--- src/rtl/serializer_pkg.sv ---
// Shared types and helpers for the register-path serializer.
// The PAR state is only reachable when SERIALIZER_PARITY_EN is defined.
package serializer_pkg;

  typedef enum logic [1:0] {
    IDLE  = 2'd0,
    SHIFT = 2'd1,
    PAR   = 2'd2
  } ser_state_e;

  function automatic int cnt_w(input int width);
    return $clog2(width);
  endfunction

endpackage

--- src/rtl/ser_shift_reg.sv ---
// WIDTH-bit load/shift-left register; load wins over shift, msb is the bit on the wire.
module ser_shift_reg #(
  parameter int WIDTH = 8
) (
  input  logic             clk,
  input  logic             rst,
  input  logic             load,
  input  logic             shift,
  input  logic [WIDTH-1:0] din,
  output logic             msb
);

  logic [WIDTH-1:0] shreg;

  always_ff @(posedge clk or posedge rst) begin
    if (rst) begin
      shreg <= '0;
    end else if (load) begin
      shreg <= din;
    end else if (shift) begin
      shreg <= {shreg[WIDTH-2:0], 1'b0};
    end
  end

  assign msb = shreg[WIDTH-1];

endmodule

--- src/rtl/reg_serializer.sv ---
// Parallel-load, MSB-first serializer with valid/ready on both sides.
// Define SERIALIZER_PARITY_EN to append an even-parity bit after the data bits.
module reg_serializer
  import serializer_pkg::*;
#(
  parameter int WIDTH = 8
) (
  input  logic             clk,
  input  logic             rst,
  input  logic             in_valid,
  output logic             in_ready,
  input  logic [WIDTH-1:0] data,
  output logic             sout,
  output logic             sout_valid,
  input  logic             sout_ready,
  output logic             busy,
  output logic             done
);

  localparam int CW = cnt_w(WIDTH);

  // Handshakes: a transfer happens on a rising edge where valid && ready are
  // both high; valid never waits on ready, and a stalled beat holds its value.
  ser_state_e    state, state_next;
  logic [CW-1:0] cnt;
  logic          load, shift, msb, done_next;
`ifdef SERIALIZER_PARITY_EN
  logic          par_bit;
`endif

  ser_shift_reg #(.WIDTH(WIDTH)) u_shift (
    .clk   (clk),
    .rst   (rst),
    .load  (load),
    .shift (shift),
    .din   (data),
    .msb   (msb)
  );

  always_comb begin
    state_next = state;
    load       = 1'b0;
    shift      = 1'b0;
    done_next  = 1'b0;
    case (state)
      IDLE: begin
        if (in_valid) begin
          load       = 1'b1;
          state_next = SHIFT;
        end
      end
      SHIFT: begin
        if (sout_ready) begin
          shift = 1'b1;
          if (cnt == '0) begin
`ifdef SERIALIZER_PARITY_EN
            state_next = PAR;
`else
            state_next = IDLE;
            done_next  = 1'b1;
`endif
          end
        end
      end
`ifdef SERIALIZER_PARITY_EN
      PAR: begin
        if (sout_ready) begin
          state_next = IDLE;
          done_next  = 1'b1;
        end
      end
`endif
      default: state_next = IDLE;
    endcase
  end

  always_ff @(posedge clk or posedge rst) begin
    if (rst) begin
      state <= IDLE;
      cnt   <= '0;
      done  <= 1'b0;
    end else begin
      state <= state_next;
      done  <= done_next;
      // Counter saturates at zero so a stray shift can never wrap it.
      if (load) begin
        cnt <= CW'(WIDTH - 1);
      end else if (shift && (cnt != '0)) begin
        cnt <= cnt - CW'(1);
      end
    end
  end

`ifdef SERIALIZER_PARITY_EN
  // Parity is taken from the word at capture time, before any shifting.
  always_ff @(posedge clk or posedge rst) begin
    if (rst) begin
      par_bit <= 1'b0;
    end else if (load) begin
      par_bit <= ^data;
    end
  end

  assign sout_valid = (state == SHIFT) || (state == PAR);
  assign sout       = (state == SHIFT) ? msb : ((state == PAR) ? par_bit : 1'b0);
`else
  assign sout_valid = (state == SHIFT);
  assign sout       = (state == SHIFT) ? msb : 1'b0;
`endif

  assign in_ready = (state == IDLE);
  assign busy     = (state != IDLE);

endmodule

--- config.mk ---
export PLATFORM = sky130hd
export DESIGN_NAME = reg_serializer
export DESIGN_NICKNAME = d
export VERILOG_FILES = /design/src/rtl/serializer_pkg.sv /design/src/rtl/ser_shift_reg.sv /design/src/rtl/reg_serializer.sv
export SDC_FILE = /design/constraint.sdc
export NUM_CORES = 1
export LEC_CHECK = 0
export ABC_AREA = 1
export CORE_MARGIN = 4
export CORE_UTILIZATION = 54
export CTS_BUF_LIST = sky130_fd_sc_hd__clkbuf_8
export DETAILED_ROUTE_END_ITERATION = 16
export PLACE_DENSITY = 0.86
export SETUP_SLACK_MARGIN = 0.02
export SKIP_CTS_REPAIR_TIMING = 1
export SLEW_MARGIN = 40
export SYNTH_ARGS = -nofsm -noshare
export SYNTH_HDL_FRONTEND = slang
export SYNTH_SLANG_ARGS = --single-unit
--- constraint.sdc ---
create_clock -name clk -period 1.8 [get_ports clk]
set_input_delay 0.36 -clock clk [delete_from_list [all_inputs] [get_ports clk]]
set_output_delay 0.36 -clock clk [all_outputs]
set_load 0.02 [all_outputs]
==> impl_metrics.env, run 1 <==
export IMPL_wl_per_cell_um=11.39
export IMPL_synth_area_leaders="dfrtp_1 45%, nand2_1 22%, inv_1 11%, o21ai_1 4.9%, ha_1 3.5%"
export IMPL_drive_gt1_frac=0.06723
export IMPL_fp_row_count=12
export IMPL_syn_num_nets=116
export IMPL_worst_setup_path_type="reg -> out"
export IMPL_peakVddDrop_uv=954.0
export IMPL_antenna_found_initial=0
export IMPL_cts_buffers_inserted=3
export IMPL_drv_cap=0
export IMPL_layout_setup_ws_ns=0.1790
export IMPL_worst_pin_slew_ns=0.4943
export IMPL_synth_seq_cells=13
export IMPL_crit_arrival_ns=1.26
export IMPL_clkTransAtPathRegs_ns=0.06
export IMPL_syn_to_final_growth_pct=27.56
export IMPL_grt_overflow=0
export IMPL_clock_latency_ns=0.25
export IMPL_slowest_delay_ns=0.61
export IMPL_ant_nets=0
export IMPL_start_util=0.6086
export IMPL_syn_area_um2=721.9
export IMPL_max_freq_mhz=616.9
export IMPL_slew_viol_final=0
export IMPL_fin_skew_ns=0.001632
export IMPL_firstDrtPassIters=4
export IMPL_crit_path_start_kind="register"
export IMPL_core_area_um2=1186
export IMPL_ys_flop_type="dfrtp_1"
export IMPL_synth_top_area_frac=0.4506
export IMPL_vias=635
export IMPL_synth_cell_types=13
export IMPL_end_kind="output pin"
export IMPL_fin_nets=134
export IMPL_critical_path_top_delay_family="buffers and inverters"
export IMPL_finalSetupTns_ns=0
export IMPL_place_congestion=0.8278
export IMPL_maxSlewHeadroom=0.6701
export IMPL_cpMaxStageDelayCell="clkdlybuf4s50_1"
export IMPL_cts_num_sinks=13
export IMPL_synthCells=102
export IMPL_drc=0
export IMPL_critPathBufInv=1
export IMPL_worstPathRequired_ns=1.44
export IMPL_synth_area_leader_cell="dfrtp_1"
export IMPL_timing_final_hold_violations=0
export IMPL_track_usage=0.1830
export IMPL_diodes=0
export IMPL_vias_per_cell=4.774
export IMPL_dieArea_um2=1986
export IMPL_final_area_um2=920.9
export IMPL_synth_commonest_cells="42 x nand2_1, 22 x inv_1, 13 x dfrtp_1, 7 x o21ai_1, 5 x nand3_1"
export IMPL_path_cells="clkdlybuf4s50_1"
export IMPL_dieHeight_um=44.57
export IMPL_cts_max_level=1
export IMPL_io_pins=17
export IMPL_grt_max_degree=16
export IMPL_rsz0062_at_grt="no"
export IMPL_grt_pass1_wl_um=2601
export IMPL_cts_root_buf="clkbuf_8"
export IMPL_io_buffers=16
export IMPL_grt_pass1_vias=664
export IMPL_finalCriticalPeriod_ns=1.621
export IMPL_drt_wl_total_um=1515
export IMPL_hp_class="in -> async"
export IMPL_async_flop_share=1.000
export IMPL_yosysSeqAreaShare=0.4506
export IMPL_path_max_fanout=6
export IMPL_die_w_um=44.57
export IMPL_avgSynthCellArea_um2=7.078
export IMPL_setup_viol=0
export IMPL_placed_area_um2=869.6
export IMPL_yosys_warnings=0
export IMPL_drtIter0Drc=14
export IMPL_p_per_area_nw_per_um2=1569
export IMPL_status="finished, final reports clean"
export IMPL_cts_tree="yes"
export IMPL_p_leak_nw=0.5600
export IMPL_synth_most_common_cell="nand2_1"
export IMPL_dp_hpwl_um=1106
export IMPL_cts_buffer_depth=2
export IMPL_period_share=0.9005
export IMPL_post_place_ws_ns=0.2112
export IMPL_synth_edff_count=0
metal layers:
metal / GRT usage / wire length, um
met1: 0.1848 / 605
met2: 0.3095 / 740
met3: 0.05691 / 126
met4: 0.1386 / 43
met5: 0 / 0
cells by family after synthesis:
kind of cell               count (synthesis)  share of synthesized area
DFF                                       13                     0.4506
buffers and inverters                     27                     0.1664
adders and majority gates                  2                    0.03466
and+or+nand+nor                           52                     0.2929
AOI/OAI and AO/OA                          8                    0.05545
metrics by stage:
stage	std cells	power [W]	utilization	hold slack, ns
finish	133	0.001445	0.7764	0.4488
CTS	133	0.001453	0.7711	0.4643
detailed placement	129	0.001177	0.7331	0.4652
global placement	129	0.001139	0.7331	0.4617
global route	133	0.001570	0.7764	0.4917
floorplan	102	0.0009897	-	0.2370
cell usage in the layout (no fill, tap or decap), drive strengths merged:
master         netlist  routed
clkbuf               0       3
clkdlybuf4s50        0      14
dfrtp               13      13
dlymetal6s2s         0       2
ha                   2       2
inv                 24      25
nand2               44      44
nand3                5       5
nor2                 3       3
o21ai                8       8
power breakdown:
group          leakage (nW)  switching, W  total (W)  internal, W
clock                0.0269      0.000111   0.000262     0.000151
combinational         0.372      0.000410   0.000676     0.000265
sequential            0.161     0.0000810   0.000507     0.000426
total                 0.560      0.000603    0.00145     0.000843
flip-flops by register name (all words and copies together) (netlist names):
register / cells
cnt: 3
done: 1
state: 1
u_shift.shreg: 8
worst paths after layout:
kind	from	endpoint	slack [ns]	cells past startpoint
hold / removal	rst	cnt[1]	0.45	2
setup reg to reg	state[0]	cnt[2]	0.54	6
hold reg to reg	u_shift.shreg[2]	u_shift.shreg[2]	0.48	2
min in group clk	u_shift.shreg[2]	u_shift.shreg[2]	0.48	2
setup / recovery	state[0]	busy	0.18	1
max in group asynchronous	rst	state[0]	0.99	2
layout make-up:
class / instances / area, um2
flip-flops and latches: 13 / 326.6
multi-input cells: 62 / 276.5
fillers: 92 / 265.3
repair buffers: 16 / 165.2
inverters: 24 / 90.09
clock buffers: 3 / 41.29
well taps: 14 / 17.52
clock inverters: 1 / 3.754
No activity file was read; power rests on OpenSTA's default activity.
==> inputs of run 2 (changes only) <==
- TNS_END_PERCENT: not set -> 100
==> results of run 2 <==
Same layout as run 1: the final DEF is identical, and so are final timing and power.
==> inputs of run 3 (changes only) <==
- CORE_ASPECT_RATIO: not set -> 0.8
- CORE_MARGIN: 4 -> 1
- CORE_UTILIZATION: 54 -> 30
- PLACE_DENSITY: 0.86 -> not set
==> run 3 against run 2 <==
The run now ends with design-rule violations left; clock skew grew 0.00091 ns; register-to-register slack is essentially flat; count of clock-buffer cells in the layout is the same; maximum frequency shrank 6.0%; utilization shrank 36 points; critical path type unchanged.
==> impl_metrics.env, run 3 (same netlist as run 1, synthesis figures left out) <==
export IMPL_worst_pin_slew_ns=0.5006
export IMPL_grt_max_degree=16
export IMPL_critical_path_top_delay_family="buffers and inverters"
export IMPL_diodes=0
export IMPL_cts_buffers_inserted=3
export IMPL_path_max_fanout=6
export IMPL_pwr_share_seq=0.357
export IMPL_drc=6
export IMPL_critPathBufInv=2
export IMPL_finalSetupTns_ns=0
export IMPL_clkTransAtPathRegs_ns=0.06
export IMPL_end_kind="output pin"
export IMPL_core_area_um2=2215
export IMPL_switchingPower_w=0.0005661
export IMPL_clkPwrFrac=0.187
export IMPL_rsz0062_at_grt="no"
export IMPL_post_place_ws_ns=0.2062
export IMPL_cts_max_level=1
export IMPL_regMostFlops="u_shift.shreg"
export IMPL_cts_tree="yes"
export IMPL_hp_class="in -> async"
export IMPL_io_buffers=16
export IMPL_grt_overflow=0
export IMPL_peakVddDrop_uv=467.2
export IMPL_path_cells="inv_2 -> clkdlybuf4s50_1"
export IMPL_drt_wl_total_um=1299
export IMPL_worst_setup_path_type="reg -> out"
export IMPL_crit_path_start_kind="register"
export IMPL_stdcell_count=144
export IMPL_drive_gt1_frac=0.06723
export IMPL_vias=586
export IMPL_fp_row_count=15
export IMPL_antenna_found_initial=0
export IMPL_period_share=0.9578
export IMPL_finalCriticalPeriod_ns=1.724
export IMPL_largest_reg_flops=8
export IMPL_power_frac_comb=0.456
export IMPL_setup_viol=0
export IMPL_num_fill_cells=241
export IMPL_wl_per_cell_um=9.021
export IMPL_p_leak_nw=0.5442
export IMPL_grt_pass1_vias=528
export IMPL_maxSlewHeadroom=0.6659
export IMPL_dieHeight_um=45.88
export IMPL_timing_final_hold_violations=0
export IMPL_die_w_um=56.85
export IMPL_violations="design-rule violations"
export IMPL_worstPathRequired_ns=1.44
export IMPL_status="finished with violations"
export IMPL_firstDrtPassIters=10
export IMPL_crit_arrival_ns=1.36
export IMPL_clock_latency_ns=0.25
export IMPL_placed_area_um2=883.3
export IMPL_slowest_delay_ns=0.60
export IMPL_drv_cap=0
export IMPL_max_freq_mhz=580.0
export IMPL_slew_viol_final=0
export IMPL_start_util=0.3260
export IMPL_layout_common_cells="42 x nand2_1, 23 x inv_1, 15 x clkdlybuf4s50_1, 12 x dfrtp_1, 7 x o21ai_1"
export IMPL_p_per_area_nw_per_um2=1510
export IMPL_reg_top3="u_shift.shreg (8), cnt (3)"
export IMPL_final_area_um2=932.1
export IMPL_io_pins=17
export IMPL_r2r_slack_ns=0.53
export IMPL_fin_nets=134
export IMPL_cpMaxStageDelayCell="clkdlybuf4s50_1"
export IMPL_syn_to_final_growth_pct=29.12
export IMPL_dieArea_um2=2608
export IMPL_cts_num_sinks=13
export IMPL_internal_power_w=0.0008416
export IMPL_fin_skew_ns=0.002539
export IMPL_cts_root_buf="clkbuf_8"
export IMPL_vias_per_cell=4.069
export IMPL_ff_latch_area_um2=326.6
export IMPL_track_usage=0.1241
export IMPL_layout_setup_ws_ns=0.07599
export IMPL_dp_hpwl_um=924.2
export IMPL_mostFrequentLayoutCell="nand2_1"
export IMPL_place_congestion=0.7063
export IMPL_dpl_cell_count=140
export IMPL_grt_pass1_wl_um=2339
export IMPL_p_sw_frac=0.4021
export IMPL_multi_input_area_um2=276.5
export IMPL_cts_buffer_depth=2
export IMPL_drtIter0Drc=30
export IMPL_ant_nets=0
run 3: area by class of cell:
cell class | instances | area share
Sequential cell | 13 | 0.3503
Tap cell | 25 | 0.03356
Inverter | 24 | 0.09664
Timing Repair Buffer | 16 | 0.1745
Multi-Input combinational cell | 62 | 0.2966
Clock inverter | 1 | 0.004027
Clock buffer | 3 | 0.04430
run 3: worst register-to-register path: stages, from the launching register on:
cell and delay [ns]:
dfrtp_2 0.44, nand2_1 0.32, inv_1 0.11, nand2_1 0.13, nand2_1 0.08, nand2_1 0.06
nand2_1 0.04
run 3: power by group through the flow:
stage | Combinational [W] | Sequential (W) | Clock (W)
after floorplan | 0.000483 | 0.000507 | 0
after global placement | 0.000645 | 0.000501 | 0
after detailed placement | 0.000651 | 0.000505 | 0
after CTS | 0.000653 | 0.000500 | 0.000272
after global routing | 0.000749 | 0.000522 | 0.000289
final | 0.000642 | 0.000502 | 0.000263
run 3: worst paths after layout:
kind,startpoint,to,depth (start not counted)
worst max-delay path,state[0],in_ready,2
worst min-delay path,rst,cnt[0],2
worst max register to register,state[0],cnt[2],6
worst min register to register,u_shift.shreg[6],u_shift.shreg[6],2
max in group asynchronous,rst,state[0],2
min in group clk,u_shift.shreg[6],u_shift.shreg[6],2
run 3: metal layers:
layer,global-route usage,vias to the layer above,wire length (um)
met2,0.1833,17,517
met3,0.05966,3,111
met4,0.04390,0,17
li1,-,329,-
met1,0.1594,237,653
met5,0,-,0
run 3: through the flow:
stage | hold WS, ns | util | total power, W
after floorplan | 0.2370 | - | 0.0009897
after global placement | 0.4630 | 0.3989 | 0.001147
final | 0.4415 | 0.4209 | 0.001408
after detailed placement | 0.4659 | 0.3989 | 0.001155
after CTS | 0.4648 | 0.4192 | 0.001425
after global routing | 0.4951 | 0.4209 | 0.001559
